### src/rtl/gf2m59_pkg.sv
// Shared constants and types for the GF(2^59) sequential reduction stage.
// Field polynomial is p(x) = x^59 + r(x), with r(x) = x^7 + x^4 + x^2 + 1.
package gf2m59_pkg;

   localparam int             M      = 59;
   localparam int             PROD_W = 2 * M - 1;
   localparam logic [M-1:0]   POLY_R = 59'h95;
   localparam int             R_DEG  = 7;

   typedef enum logic [1:0] {
      IDLE = 2'd0,
      FOLD = 2'd1,
      DONE = 2'd2
   } state_t;

   // Number of fold steps needed to clear positions 116..59.
   function automatic int nfold(input int digit);
      return (M - 1) / digit;
   endfunction

endpackage

### src/rtl/gf2m_fold_digit.sv
// Folds one DIGIT-wide window of high coefficients of w back into the low part.
// Every bit in the window is folded in the same cycle.
module gf2m_fold_digit
   import gf2m59_pkg::*;
#(
   parameter int DIGIT = 2
) (
   input  logic [PROD_W-1:0] w,
   input  logic [6:0]        pos,
   output logic [PROD_W-1:0] w_next
);

   localparam logic [PROD_W-1:0] R_EXT = PROD_W'(POLY_R);

   logic [6:0] bit_pos;

   // The reduced image of x^p lies entirely below the window, so all
   // window bits can be tested against the unmodified w.
   always_comb begin
      w_next  = w;
      bit_pos = pos;
      for (int i = 0; i < DIGIT; i++) begin
         bit_pos = pos - 7'(i);
         if (w[bit_pos]) begin
            w_next[bit_pos] = 1'b0;
            w_next          = w_next ^ (R_EXT << (bit_pos - 7'(M)));
         end
      end
   end

endmodule

### src/rtl/gf2m59_reduce_seq.sv
// Sequential reduction of a 117-bit carry-less product modulo x^59 + r(x).
// Processes DIGIT high coefficients per clock under a valid/ready handshake.
module gf2m59_reduce_seq
   import gf2m59_pkg::*;
#(
   parameter int DIGIT = 2
) (
   input  logic              clk,
   input  logic              rst,
   input  logic              in_valid,
   output logic              in_ready,
   input  logic [PROD_W-1:0] in_prod,
   output logic              out_valid,
   input  logic              out_ready,
   output logic [M-1:0]      out_res
);

   localparam int NFOLD = nfold(DIGIT);
   localparam int CNT_W = 6;

   generate
      if (!((DIGIT == 1) || (DIGIT == 2) || (DIGIT == 29)) || (DIGIT + R_DEG > M)) begin : g_bad_digit
         $error("gf2m59_reduce_seq: DIGIT must be 1, 2 or 29 with DIGIT+R_DEG <= M");
      end
   endgenerate

   state_t             state;
   state_t             state_nxt;
   logic [CNT_W-1:0]   cnt;
   logic [PROD_W-1:0]  w;
   logic [PROD_W-1:0]  w_fold;
   logic [6:0]         pos;

   // Top coefficient of the current window: 58 + cnt*DIGIT.
   assign pos = 7'(M - 1) + 7'(cnt) * 7'(DIGIT);

   gf2m_fold_digit #(
      .DIGIT (DIGIT)
   ) u_fold (
      .w      (w),
      .pos    (pos),
      .w_next (w_fold)
   );

   always_ff @(posedge clk or posedge rst) begin
      if (rst) begin
         state <= IDLE;
      end else begin
         state <= state_nxt;
      end
   end

   always_comb begin
      state_nxt = state;
      in_ready  = 1'b0;
      out_valid = 1'b0;
      unique case (state)
         IDLE: begin
            in_ready = 1'b1;
            if (in_valid) state_nxt = FOLD;
         end
         FOLD: begin
            if (cnt == CNT_W'(1)) state_nxt = DONE;
         end
         DONE: begin
            out_valid = 1'b1;
            if (out_ready) state_nxt = IDLE;
         end
         default: state_nxt = IDLE;
      endcase
   end

   always_ff @(posedge clk or posedge rst) begin
      if (rst) begin
         w       <= '0;
         cnt     <= '0;
         out_res <= '0;
      end else begin
         unique case (state)
            IDLE: begin
               if (in_valid) begin
                  w   <= in_prod;
                  cnt <= CNT_W'(NFOLD);
               end
            end
            FOLD: begin
               w   <= w_fold;
               cnt <= cnt - CNT_W'(1);
               if (cnt == CNT_W'(1)) out_res <= w_fold[M-1:0];
            end
            default: ;
         endcase
      end
   end

endmodule

### config.mk
export PLATFORM = sky130hd
export DESIGN_NAME = gf2m59_reduce_seq
export DESIGN_NICKNAME = d
export VERILOG_FILES = /design/src/rtl/gf2m59_pkg.sv /design/src/rtl/gf2m_fold_digit.sv /design/src/rtl/gf2m59_reduce_seq.sv
export SDC_FILE = /design/constraint.sdc
export NUM_CORES = 1
export LEC_CHECK = 0
export CAP_MARGIN = 5
export CORE_MARGIN = 2
export CORE_UTILIZATION = 40
export DETAILED_ROUTE_END_ITERATION = 10
export SYNTH_ARGS = -nofsm -noshare
export SYNTH_HDL_FRONTEND = slang
export SYNTH_SLANG_ARGS = --single-unit
### constraint.sdc
create_clock -name clk -period 16.6 [get_ports clk]
set_clock_uncertainty 0.05 [all_clocks]
set_input_delay 4.98 -clock clk [delete_from_list [all_inputs] [get_ports clk]]
set_output_delay 4.98 -clock clk [all_outputs]
set_load 0.05 [all_outputs]
; ---- Word level (Yosys, flattened, before mapping)
; Index checks and enable logic that the tools add are counted.
[totals]
input_bits = 121
word_cells = 54
regBits = 184
[classes]
n_shift = 2
eq_ne = 6
n_reduce_logical = 7
addsub = 5
mux = 20
bitwise_logic = 6
n_lt_le_gt_ge = 4
[ops]
columns = operator, count
row1 = $mux W117, 3
row2 = $and A117 B117 Y117, 2
row3 = $not A117 Y117, 2
row4 = $pmux W117 S2, 1
row5 = $shl A8 B7 Y117 const A, 2
row6 = $xor A117 B117 Y117, 2
row7 = $lt A7 B8 Y1 const B, 2
row8 = $bmux W1 S7, 2
row9 = $demux W1 S7, 2
row10 = $ge A7 B1 Y1 const B, 2
row11 = $sub A7 B6 Y7 const B, 2
row12 = $pmux W6 S2, 1
row13 = $add A6 B7 Y7 const A, 1
row14 = $sub A7 B1 Y7 const B, 1
row15 = $eq A6 B1 Y1 const B, 1
row16 = $mux W1, 6
row17 = $mux W2, 3
row18 = $mux W6, 1
row19 = $ne A2 B2 Y1 const B, 3
row20 = $pmux W2 S3, 1
row21 = $sub A6 B1 Y6 const B, 1
row22 = $reduce_and A2 Y1, 2
row23 = $reduce_and A3 Y1, 1
row24 = $eq A2 B1 Y1 const B, 1
row25 = other kinds (4), 5

; ---- Depth between registers and ports, before layout
[logic_depth]
word_depth = 13
depth_mapped = 21
ltp_nobuf = 14

; ---- Modules after synthesis
; A second synthesis with hierarchy kept.
[hier_totals]
cells_unflattened = 2365
hier_area_um2 = 18625.4
[modules_own_cells]
columns = mod, cells_each, instances, area_per_inst_um2
row1 = gf2m_fold_digit, 1603, 1, 9997.1
row2 = gf2m59_reduce_seq, 762, 1, 8628.3

; ---- Worst setup path after synthesis
; No wires, ideal clock.
[synth_path]
path_type = flip-flop to output port
from = register state[1]
to = output port out_valid
path_buffers = 2
path_slack_ns = 10.037
arrival_time_ns = 1.533
t_required_ns = 11.570
path_stages_with_launch = 5
cell_sequence = dfrtp_1 > clkinv_1 > clkbuf_1 > clkbuf_1 > nor2_1
[synth_between]
elab_chain_len = 2
[synth_rtl]
columns = element, line
row1 = "start, declared", gf2m59_reduce_seq.sv:27  ; state_t state;
row2 = "start signal, assigned", gf2m59_reduce_seq.sv:49  ; state <= state_nxt;
row3 = $eq A2 B2 Y1, gf2m59_reduce_seq.sv:57  ; unique case (state)
row4 = $mux W1, gf2m59_reduce_seq.sv:57
row5 = "end, declared", gf2m59_reduce_seq.sv:13  ; output logic out_valid,
; Every way passes these cells.

; ---- Worst setup path in the final report
; Ends and elaborated chain as after synthesis.

==> metrics.md <==
| Metric | Value |
|---|---|
| First-pass GRT wire length | 97.3 mm |
| Num CTS Buffers | 17 |
| Post-synth EDFFs | 0 |
| I/O pin count | 182 |
| Status | completed |
| Antenna-violating nets left | 0 |
| Post-CTS sizing | 0 |
| Crit path required time | 11,570 ps |
| CTS tree | yes |
| Clock root buffer | clkbuf_16 |
| Routability congestion estimate | 1.03 |
| Hold Path Cell Cnt | 2 |
| Die Wd | 195 um |
| Synth warnings | 0 |
| Latest clock arrival within the worst-skew pair | 480 ps |
| DR iter-0 viols | 1,859 |
| Max-cap violations | 0 |
| Hold WC Path Type | reg2reg |
| WP buf/inv | 3 |
| Number of global-route vias before repair | 14,626 |
| Post-synth ARST share | 100% |
| Final setup fails | 0 |
| Max Slew Vio Count | 0 |
| Period utilization | 46.2% |
| Row Count | 70 |
| Mapped cell area | 14,700 um2 |
| CP top delay family | buffers and inverters |
| Slew HR | 13.6% |
| Clk slew on worst S/H paths | 70 ps |
| Grt met1 use | 48.2% |
| Setup CP Type | reg2out |
| Full die area | 38,200 um2 |
| Final HPWL from detailed placement | 47.2 mm |
| Yosys top cell area share | 31.4% |
| Worst setup EP type | output port |
| Initial antenna violation count | 1 |
| Syn Inst Count | 1,772 |
| Mapped Nets | 1,909 |
| Mean routed wirelength per cell | 28.1 um |
| Synth area leader | dfrtp_1 |
| Critical path arrival | 2640 ps |
| Die height | 195 um |
| Gr ovfl total | 0 |
| CP Launch Type | flip-flop |
| CP max stage delay | 830 ps |
| Initial core utilization | 40.3% |
| Setup Buffers After CTS | 0 |
| #FFs+latches synth | 184 |
| Core area | 36,300 um2 |
| Mean Syn Cell Area | 8.27 um2 |
| RSZ-0062 raised after global routing | no |
| Pin count of the biggest net entering global routing | 90 |
| Grt peak-use layer | met2 |
| All-Layer GR Usage | 34.3% |
| Final #Nets | 2,001 |
| Min Tclk post-route | 7670 ps |
| Max frequency | 130 MHz |
| CP Cell Sequence | buf_4, clkinv_1, nor2_1, clkdlybuf4s50_1 |
| Hold Buf Count CTS | 0 |
| Reg2reg setup slack | 9540 ps |
| Top cells by area, synth | dfrtp_1 31%, xnor2_1 8.4%, nand2_1 5.7% |
| Worst r2r dst | w[6] |
| Met3 GRT Util | 8.22% |
| Worst path slowest cell | clkdlybuf4s50_1 |
| Critical path fanouts, max | 21 |
| Met2 usage in global routing | 49.9% |
| Hold EP | out_res[24] |
| WL final | 65.9 mm |
| Fillers | 3,621 |
| Top_reg_cell synth | dfrtp_1 |
| Fin Setup TNS | 0 ps |
| Sequential fraction of the synthesis area | 31.4% |
| Final hold violation count | 0 |
| Drt first pass iters | 5 |
| Drt drc | 0 |
| Most common cell in the netlist | nand2_1 |
| Hold path start | out_res[24] |
| I/O Buffers | 181 |
| DR vias/cell | 6.44 |
| CTS H-tree lvls | 4 |
| Clock Sinks | 184 |
| R2R depth | 16 |
| Synth-to-layout area growth | 18.0% |
| Worst slew pin tran | 1290 ps |
| Yosys cell types | 93 |
| Synth cell count leaders | 223 x nand2_1, 184 x dfrtp_1, 179 x nor2_1 |
| Worst r2r src | cnt[0] |
| Layout cell share with drive strength beyond 1 | 9.64% |
| CTS max path bufs | 2 |
| Via count | 15,118 |
registers in the layout, indices dropped and copies added (netlist names):
signal and count:
w 117, state 2, cnt 6, out_res 59
logic make-up (layout without fill, tap and decap cells):
kind of cell | after synthesis | after routing | share of synthesized area (%)
AOI/OAI and AO/OA | 505 | 505 | 23.2
xor gates and xnor gates | 219 | 219 | 13.4
adders and majority gates | 16 | 16 | 1.37
buffers and inverters | 149 | 254 | 4.47
DFF | 184 | 184 | 31.4
muxes | 73 | 73 | 6.28
other | 0 | 1 | 0
and+or+nand+nor | 626 | 626 | 19.9
layout by cell type, fill, tap and decap left out, drive strengths merged, types with 19 or more instances in the layout:
master | Yosys | routed
o221a | 26 | 26
nand2 | 225 | 225
a21oi | 105 | 105
o22ai | 66 | 66
a22oi | 40 | 40
or3 | 19 | 19
mux2 | 32 | 32
nor3 | 26 | 26
o21ai | 138 | 138
and3 | 19 | 19
buf | 46 | 27
nor2b | 24 | 24
dfrtp | 184 | 184
o22a | 21 | 21
clkdlybuf4s50 | 0 | 180
nor2 | 181 | 181
nand2b | 30 | 30
xor2 | 75 | 75
xnor2 | 142 | 142
nand3 | 45 | 45
mux2i | 29 | 29
per-stage QoR:
stage                     instances  hold slack [ps]  setup slack, ps  utilization (%)  cell area, um2
after global placement         2313              423             9350             45.9           16700
after detailed placement       2313              421             9290             45.9           16700
after CTS                      2345              438             8920             47.6           17300
final                          2346              441             8930             47.6           17300
after global routing           2345              465             8840             47.6           17300
after floorplan                1772              430             6570                -           14700
routing by layer:
metal	part of all wire, %	up-vias
met5	0.014	-
met4	4.5	2
met3	10	183
met2	42	947
met1	43	7461
li1	-	6525
final cells by class:
cell class / instances / area (um2) / area share, %
well taps: 468 / 586 / 3.39
diodes: 1 / 2.50 / 0.0145
clock inverters: 15 / 169 / 0.977
flip-flops and latches: 184 / 4610 / 26.6
repair buffers: 207 / 2000 / 11.6
clock buffers: 17 / 425 / 2.46
multi-input cells: 1439 / 9440 / 54.6
inverters: 15 / 61.3 / 0.355
worst max-delay path by stage:
stage / cells past startpoint / slack, ps / endpoint / startpoint
3_3_place_gp: 7 / 9350 / cnt[4] / in_valid
3_5_place_dp: 7 / 9290 / cnt[4] / in_valid
6_report: 4 / 8930 / out_valid / state[1]
4_1_cts: 4 / 8920 / out_valid / state[1]
5_1_grt: 4 / 8840 / out_valid / state[1]
2_1_floorplan: 1 / 6570 / cnt[0] / rst
worst reg2reg max path, cell delays in order (launching register included):
cell and delay [ps]:
dfrtp_2 340, buf_4 530, ha_1 810, xnor2_1 200, buf_4 270, inv_2 180
ha_1 370, or3b_2 250, a21oi_1 100, nor4_1 770, nor2_2 260, o211ai_1 270
o2111a_2 660, nand3b_1 870, nor4_1 650, xor2_1 200, o221ai_1 120
Power is not shown: default switching activity piles up to over one toggle a cycle in this logic, so the estimate is an artifact.
